[src/rtl/arb_pkg.sv]
// Definitions shared by the round-robin arbiter and its requester agents.
package arb_pkg;

  localparam int N_CLIENTS    = 8;
  localparam int CLIENT_IDX_W = 3;

  typedef logic [N_CLIENTS-1:0] gnt_vec_t;

  // True when exactly one grant bit is set.
  function automatic logic gnt_is_onehot(input gnt_vec_t v);
    return (v != '0) && ((v & (v - gnt_vec_t'(1))) == '0);
  endfunction

endpackage

[src/rtl/arb_req_fifo.sv]
// Synchronous FIFO holding the requester's outgoing words.
// The head is read combinationally from the registered storage.
// Flush has priority over push and pop.
module arb_req_fifo
  import arb_pkg::*;
#(
  parameter  int DW    = 8,
  parameter  int DEPTH = 4,
  localparam int AW    = $clog2(DEPTH),
  localparam int LW    = AW + 1
) (
  input  logic          clk,
  input  logic          rst_n,
  input  logic          push,
  input  logic [DW-1:0] push_data,
  input  logic          pop,
  input  logic          flush,
  output logic [LW-1:0] level,
  output logic [DW-1:0] head
);

  logic [DW-1:0] mem_q [DEPTH];
  logic [AW-1:0] wr_ptr_q, wr_ptr_d;
  logic [AW-1:0] rd_ptr_q, rd_ptr_d;
  logic [LW-1:0] level_q, level_d;
  logic          do_push;
  logic          do_pop;

  assign do_push = push && (level_q < LW'(DEPTH)) && !flush;
  assign do_pop  = pop && (level_q != '0);

  // Next pointers and occupancy; pointers wrap naturally since DEPTH is a power of two.
  always_comb begin
    wr_ptr_d = wr_ptr_q;
    rd_ptr_d = rd_ptr_q;
    level_d  = level_q;
    if (flush) begin
      wr_ptr_d = '0;
      rd_ptr_d = '0;
      level_d  = '0;
    end else begin
      if (do_push) wr_ptr_d = wr_ptr_q + AW'(1);
      if (do_pop)  rd_ptr_d = rd_ptr_q + AW'(1);
      level_d = level_q + LW'(do_push) - LW'(do_pop);
    end
  end

  // Pointer and occupancy registers.
  always_ff @(posedge clk or negedge rst_n) begin
    if (!rst_n) begin
      wr_ptr_q <= '0;
      rd_ptr_q <= '0;
      level_q  <= '0;
    end else begin
      wr_ptr_q <= wr_ptr_d;
      rd_ptr_q <= rd_ptr_d;
      level_q  <= level_d;
    end
  end

  // Storage write; contents need no reset because the level guards every read.
  always_ff @(posedge clk) begin
    if (do_push) mem_q[wr_ptr_q] <= push_data;
  end

  assign level = level_q;
  assign head  = mem_q[rd_ptr_q];

endmodule

[src/rtl/arb_requester.sv]
// Client-side agent for one port of the 8-way round-robin arbiter.
// It requests only for words not already covered by the grant in hand,
// turns each one-cycle grant into one bus transfer, and flags starvation
// and grants that arrive with nothing to send.
module arb_requester
  import arb_pkg::*;
#(
  parameter  int DW           = 8,
  parameter  int DEPTH        = 4,
  parameter  int STARVE_LIMIT = 64,
  localparam int LW           = $clog2(DEPTH) + 1,
  localparam int WW           = $clog2(STARVE_LIMIT)
) (
  input  logic          clk,
  input  logic          rst_n,
  input  logic          in_valid,
  output logic          in_ready,
  input  logic [DW-1:0] in_data,
  input  logic          flush,
  output logic          req,
  input  logic          gnt,
  output logic          bus_valid,
  output logic [DW-1:0] bus_data,
  output logic [LW-1:0] level,
  output logic          starve,
  output logic          gnt_err
);

  logic [DW-1:0] head;
  logic          push;
  logic          pop;
  logic          flush_shadow_q;
  logic          starve_q, starve_d;
  logic          gnt_err_q, gnt_err_d;
  logic [WW-1:0] wd_q, wd_d;

  // No bypass: a full FIFO refuses input even while a word leaves.
  assign in_ready = level < LW'(DEPTH);
  assign push     = in_valid && in_ready;

  // A grant in the cycle after a flush belongs to words that no longer exist.
  assign pop       = gnt && (level != '0) && !flush_shadow_q;
  assign bus_valid = pop;
  assign bus_data  = pop ? head : '0;

  // Do not request for the word leaving this cycle.
  assign req = (level > LW'(pop)) && !flush;

  arb_req_fifo #(
    .DW    (DW),
    .DEPTH (DEPTH)
  ) u_fifo (
    .clk       (clk),
    .rst_n     (rst_n),
    .push      (push),
    .push_data (in_data),
    .pop       (pop),
    .flush     (flush),
    .level     (level),
    .head      (head)
  );

  // Watchdog and sticky error flags; the counter saturates at STARVE_LIMIT-1.
  always_comb begin
    wd_d      = wd_q;
    starve_d  = starve_q;
    gnt_err_d = gnt_err_q;
    if (flush || gnt || !req) begin
      wd_d = '0;
    end else if (wd_q == WW'(STARVE_LIMIT - 1)) begin
      starve_d = 1'b1;
    end else begin
      wd_d = wd_q + WW'(1);
    end
    if (gnt && (level == '0) && !flush_shadow_q) gnt_err_d = 1'b1;
  end

  // Status and flush-shadow registers.
  always_ff @(posedge clk or negedge rst_n) begin
    if (!rst_n) begin
      flush_shadow_q <= 1'b0;
      starve_q       <= 1'b0;
      gnt_err_q      <= 1'b0;
      wd_q           <= '0;
    end else begin
      flush_shadow_q <= flush;
      starve_q       <= starve_d;
      gnt_err_q      <= gnt_err_d;
      wd_q           <= wd_d;
    end
  end

  assign starve  = starve_q;
  assign gnt_err = gnt_err_q;

endmodule

[config.mk]
export PLATFORM = sky130hd
export DESIGN_NAME = arb_requester
export DESIGN_NICKNAME = d
export VERILOG_FILES = /design/src/rtl/arb_pkg.sv /design/src/rtl/arb_req_fifo.sv /design/src/rtl/arb_requester.sv
export SDC_FILE = /design/constraint.sdc
export NUM_CORES = 1
export LEC_CHECK = 0
export BUFFER_PORTS_ARGS = -buffer_cell sky130_fd_sc_hd__buf_2
export CORE_ASPECT_RATIO = 0.6
export CORE_MARGIN = 2
export CORE_UTILIZATION = 60
export DETAILED_ROUTE_END_ITERATION = 7
export PLACE_DENSITY_LB_ADDON = 0.2
export SLEW_MARGIN = 30
export SYNTH_ARGS = -nofsm -noshare
export SYNTH_HDL_FRONTEND = slang
export SYNTH_SLANG_ARGS = --single-unit
[constraint.sdc]
create_clock -name clk -period 7.1 [get_ports clk]
set_clock_uncertainty 0.2 [all_clocks]
set_input_delay 1.42 -clock clk [delete_from_list [all_inputs] [get_ports clk]]
set_output_delay 1.42 -clock clk [all_outputs]
set_load 0.005 [all_outputs]
==> results of run 1 <==
state kept, by name, summed over array words and instances (netlist names):
register	cells
u_fifo.level	3
u_fifo.wr_ptr_q	2
starve	1
u_fifo.rd_ptr_q	2
wd_q	6
u_fifo.mem_q	32
flush_shadow_q	1
gnt_err	1
per-stage QoR:
step	instance area (um2)	setup WS [ns]	utilization
after floorplan	2130	3.21	-
after global placement	2300	2.81	0.693
after detailed placement	2300	2.73	0.693
after CTS	2420	2.73	0.727
after global routing	2420	2.55	0.727
final	2420	2.74	0.727
final timing paths:
path	end	slack [ns]	cells past startpoint
min in group asynchronous	u_fifo.rd_ptr_q[1]	0.80	1
min	gnt_err	0.28	1
min reg2reg	gnt_err	0.28	1
max	req	2.74	6
max in group asynchronous	wd_q[1]	5.63	1
max reg2reg	wd_q[0]	4.28	6
layer usage:
layer  global-route usage  vias to the layer above
met5                    0                        -
met2                0.304                       35
met3               0.0549                        8
li1                     -                      587
met1                0.274                      590
met4               0.0932                        0
cell usage in the layout, fill, tap and decap left out, types with 2 or more instances in the layout:
cell and instances:
nand3_1 2, dfrtp_1 16, nor3_1 5, ha_1 9, and2_1 13, inv_1 8, buf_2 28, a21oi_1 5
edfxtp_1 32, clkbuf_8 5, nor2b_1 4, xnor2_1 2, mux4_1 8, o21ai_0 2, nor2_1 9
power groups by stage:
stage	combinational, mW	sequential, mW	clock [mW]
2_1_floorplan	0.0853	0.338	0
3_3_place_gp	0.115	0.343	0
3_5_place_dp	0.124	0.345	0
4_1_cts	0.125	0.339	0.204
5_1_grt	0.141	0.342	0.214
6_report	0.124	0.338	0.200
cell families after synthesis:
logic type	after synthesis
flip-flops	48
AND/OR/NAND/NOR	42
AO/OA/AOI/OAI	16
buffers and inverters	12
adder cells (fa/ha/maj)	10
multiplexers	9
XOR/XNOR	2
cell type report:
class | instances | area (um2) | share of cell area
multi-input cells | 79 | 711 | 0.294
clock buffers | 5 | 68.8 | 0.0285
repair buffers | 28 | 140 | 0.0580
flip-flops and latches | 48 | 1360 | 0.563
clock inverters | 3 | 46.3 | 0.0192
inverters | 9 | 33.8 | 0.0140
well taps | 45 | 56.3 | 0.0233
==> flow_summary.json, run 1 <==
{
  "status": "completed",
  "gp_congestion": 0.766,
  "worstMarginPinSlew_ns": 0.712,
  "finalSetupTns_ns": 0,
  "root_buffer": "clkbuf_8",
  "clock_path_buffers": 2,
  "ys_seq_area_frac": 0.640,
  "synthXorXnorAreaFrac": 0.00824,
  "setup_viol": 0,
  "yosysMostFrequentCell": "edfxtp_1",
  "synthSimpleGateAreaFrac": 0.112,
  "pwr-share-clk": 0.302,
  "crit_fanout": 10,
  "timing.rr.start": "u_fifo.level[1]",
  "dp_hpwl_mm": 2.59,
  "p_sw_frac": 0.269,
  "synth_fa_ha_area_frac": 0.0624,
  "worstHoldPathType": "reg -> reg",
  "grt_max_degree": 17,
  "grt_pass1_vias": 1173,
  "top_layer": "met4",
  "slew_violations": 0,
  "placementRows": 16,
  "h-tree-depth": 2,
  "cts_tree": "built",
  "netlist_area_um2": 2130,
  "end_kind": "primary output",
  "overflow": 0,
  "grt_pass1_wl_mm": 5.71,
  "drc": 0,
  "io_buffer_count": 28,
  "avgSynthCellArea_um2": 15.3,
  "start_util": 0.640,
  "switchingPower_uw": 178,
  "power_frac_seq": 0.511,
  "fp.dieW_um": 80.8,
  "power_frac_comb": 0.188,
  "synth-edff-count": 32,
  "numPlacedInstances": 209,
  "synthMuxAreaShare": 0.104,
  "start_kind": "input pin",
  "arrival_ns": 2.74,
  "wl_mm": 3.67,
  "hold_start": "gnt_err",
  "synth_top_family_by_area": "simple AND/OR/NAND/NOR gates",
  "drtIter0Drc": 53,
  "power.internal_uw": 485,
  "synth_compound_area_frac": 0.0483,
  "period_minus_slack_ns": 4.36,
  "vdd_drop_max_v": 0.000175,
  "die_h_um": 50.1,
  "cap_viol_max_count": 0,
  "yosysWarningCount": 0,
  "path_clk_slew_ns": 0.09,
  "crit_buf_inv": 2,
  "num_antenna_cells": 0,
  "critPathMaxStageDelay_ns": 0.48,
  "io_pins": 29,
  "antenna_found_initial": 0,
  "cpMostUsedCell": "buf_2",
  "relSlewSlack": 0.521,
  "synth_nets": 162,
  "synthArstFlopShare": 0.333,
  "via_per_inst": 5.62,
  "hold_viol": 0,
  "critPathTopFamily": "simple AND/OR/NAND/NOR gates",
  "rsz0062_at_grt": "no",
  "synth_ff_type": "edfxtp_1",
  "wl_met1_mm": 1.66,
  "syn_inst": 139,
  "synth_top_area_frac": 0.452,
  "path_class": "in -> out",
  "wl_per_cell_um": 16.9,
  "max_freq_mhz": 229,
  "post-cts-setup-buffers": 0,
  "fin_hold_ws_ns": 0.275,
  "coreArea_um2": 3320,
  "post-route-period-util": 0.615,
  "crit_chain": "buf_2 -> nand2b_1 -> nor2_1 -> ha_1 -> a21oi_1 -> buf_2",
  "drive_gt1_frac": 0.221,
  "grt_usage": 0.201,
  "power-per-cell-area_nw_per_um2": 274,
  "synth_seq_cells": 48,
  "finalPower_uw": 663,
  "synth_top_area_cell": "edfxtp_1",
  "firstDrtPassIters": 6,
  "die_area_um2": 4050,
  "fin_cells": 217,
  "tritoncts.num_buffers": 5,
  "worstSetupStartpoint": "gnt",
  "required_ns": 5.48,
  "p_leak_nw": 0.969,
  "finalNetCount": 194,
  "fill_cells": 231,
  "cts_resized": 0,
  "vias": 1220,
  "wl_met3_um": 204,
  "synthTopCellsByCount": "32 x edfxtp_1, 16 x dfrtp_1, 13 x and2_1",
  "area_delta_synth_final_pct": 13.7,
  "critPathSlowestCell": "nor2_1",
  "clock_latency_ns": 0.31,
  "cts_sinks": 48,
  "synth_top_cells_by_area": "edfxtp_1 45%, dfrtp_1 19%, mux4_1 9.9%",
  "route.met2.wl_mm": 1.74,
  "ys_types": 37,
  "postCtsHoldBufs": 0,
  "ant_nets": 0
}
Power figures use the tool's default switching activity.
==> inputs of run 2 (changes only) <==
- CORE_UTILIZATION: 60 -> 51
- clock period: 7.1 -> 3.6 ns (I/O delays scaled with it)
==> flow_summary.json, run 2 (synthesized netlist as in run 1, its figures left out) <==
{
  "largest_reg_flops": 32,
  "layout_common_cells": "32 x edfxtp_1, 28 x buf_2, 16 x dfrtp_1",
  "via_per_inst": 5.48,
  "clock_latency_ns": 0.30,
  "layout_commonest_cell": "edfxtp_1",
  "wl_mm": 3.73,
  "grt_usage": 0.177,
  "dp_hpwl_mm": 2.60,
  "die_h_um": 54.0,
  "setup_viol": 0,
  "h-tree-depth": 2,
  "critPathMaxStageDelay_ns": 0.56,
  "largest_register": "u_fifo.mem_q",
  "vdd_drop_max_v": 0.000254,
  "crit_fanout": 10,
  "post-cts-setup-buffers": 0,
  "crit_buf_inv": 2,
  "slew_violations": 0,
  "p_leak_nw": 0.998,
  "root_buffer": "clkbuf_8",
  "crit_chain": "nor3_1 -> nor2_1 -> buf_4 -> ha_1 -> a21o_1 -> a21oi_1 -> buf_2",
  "postCtsHoldBufs": 0,
  "status": "completed",
  "num_antenna_cells": 0,
  "drc": 0,
  "fill_cells": 315,
  "rsz0062_at_grt": "no",
  "grt_max_degree": 17,
  "clock_path_buffers": 2,
  "end_kind": "primary output",
  "path_clk_slew_ns": 0.09,
  "tritoncts.num_buffers": 5,
  "post-route-period-util": 0.872,
  "reg2reg_depth": 7,
  "critPathSlowestCell": "nor3_1",
  "critPathTopFamily": "simple AND/OR/NAND/NOR gates",
  "finalNetCount": 195,
  "max_freq_mhz": 319,
  "cts_sinks": 48,
  "required_ns": 2.68,
  "r2r_slack_ns": 1.02,
  "gp_congestion": 0.816,
  "overflow": 0,
  "path_class": "reg -> out",
  "fp.dieW_um": 87.4,
  "relSlewSlack": 0.585,
  "cts_tree": "built",
  "power-per-cell-area_nw_per_um2": 581,
  "final_util": 0.610,
  "io_buffer_count": 28,
  "grt_pass1_wl_mm": 5.90,
  "io_pins": 29,
  "wl_per_cell_um": 16.7,
  "crit_cells": 7,
  "worstMarginPinSlew_ns": 0.618,
  "vias": 1222,
  "drtIter0Drc": 53,
  "cap_viol_max_count": 0,
  "firstDrtPassIters": 4,
  "placementRows": 18,
  "grt_pass1_vias": 1178,
  "start_kind": "flop",
  "hold_viol": 0,
  "cts_resized": 0,
  "period_minus_slack_ns": 3.14,
  "antenna_found_initial": 0,
  "ant_nets": 0,
  "worstHoldPathType": "in -> async",
  "finalSetupTns_ns": 0,
  "start_util": 0.524,
  "arrival_ns": 2.22,
  "die_area_um2": 4720,
  "drive_gt1_frac": 0.225,
  "coreArea_um2": 4050,
  "area_delta_synth_final_pct": 16.4
}
run 2: cell count changes in the layout (fill, tap and decap cells not counted):
cell	delta
inv_6	-1
bufinv_16	+2
buf_4	+1
clkinvlp_4	-1
run 2: report_power, final:
group / total [mW] / leakage [nW] / switching, mW / internal (mW)
Clock: 0.528 / 0.0784 / 0.181 / 0.347
Sequential: 0.668 / 0.501 / 0.0369 / 0.631
Combinational: 0.243 / 0.418 / 0.126 / 0.117
run 2: layout make-up:
cell class	instances	area, um2	share of cell area
repair buffers	29	148	0.0597
clock buffers	5	68.8	0.0278
inverters	9	33.8	0.0137
clock inverters	3	90.1	0.0364
flip-flops and latches	48	1360	0.550
well taps	50	62.6	0.0253
multi-input cells	79	711	0.287
run 2: worst paths after layout:
| check | start | endpoint |
|---|---|---|
| max | u_fifo.level[1] | req |
| min | rst_n | wd_q[4] |
| max reg2reg | u_fifo.level[1] | wd_q[0] |
| min reg2reg | gnt_err | gnt_err |
| max in group asynchronous | rst_n | u_fifo.rd_ptr_q[0] |
| min in group clk | gnt_err | gnt_err |
run 2: metal layers:
metal / GRT usage / routed length (um) / share of wire / vias to the layer above
li1: - / - / - / 589
met4: 0.0667 / 48 / 0.013 / 0
met1: 0.237 / 1780 / 0.48 / 608
met5: 0 / 0 / 0 / -
met3: 0.0475 / 123 / 0.033 / 7
met2: 0.284 / 1780 / 0.48 / 18
run 2: through the flow:
stage	power [mW]	setup slack (ns)	area (um2)	std cells	hold WS, ns
after global placement	0.911	0.879	2320	215	0.254
final	1.44	0.461	2470	223	0.131
after global routing	1.51	0.232	2470	223	0.148
after detailed placement	0.926	0.784	2320	215	0.268
after floorplan	0.835	1.05	2130	139	0.224
after CTS	1.45	0.450	2470	223	0.129
run 2: worst reg2reg max path, delay by kind of cell (launching register included):
kind | cells | cell delay [ns]
adders and majority gates | 1 | 0.20
and+or+nand+nor | 3 | 0.89
DFF | 1 | 0.45
buffers and inverters | 1 | 0.20
AOI/OAI and AO/OA | 2 | 0.57
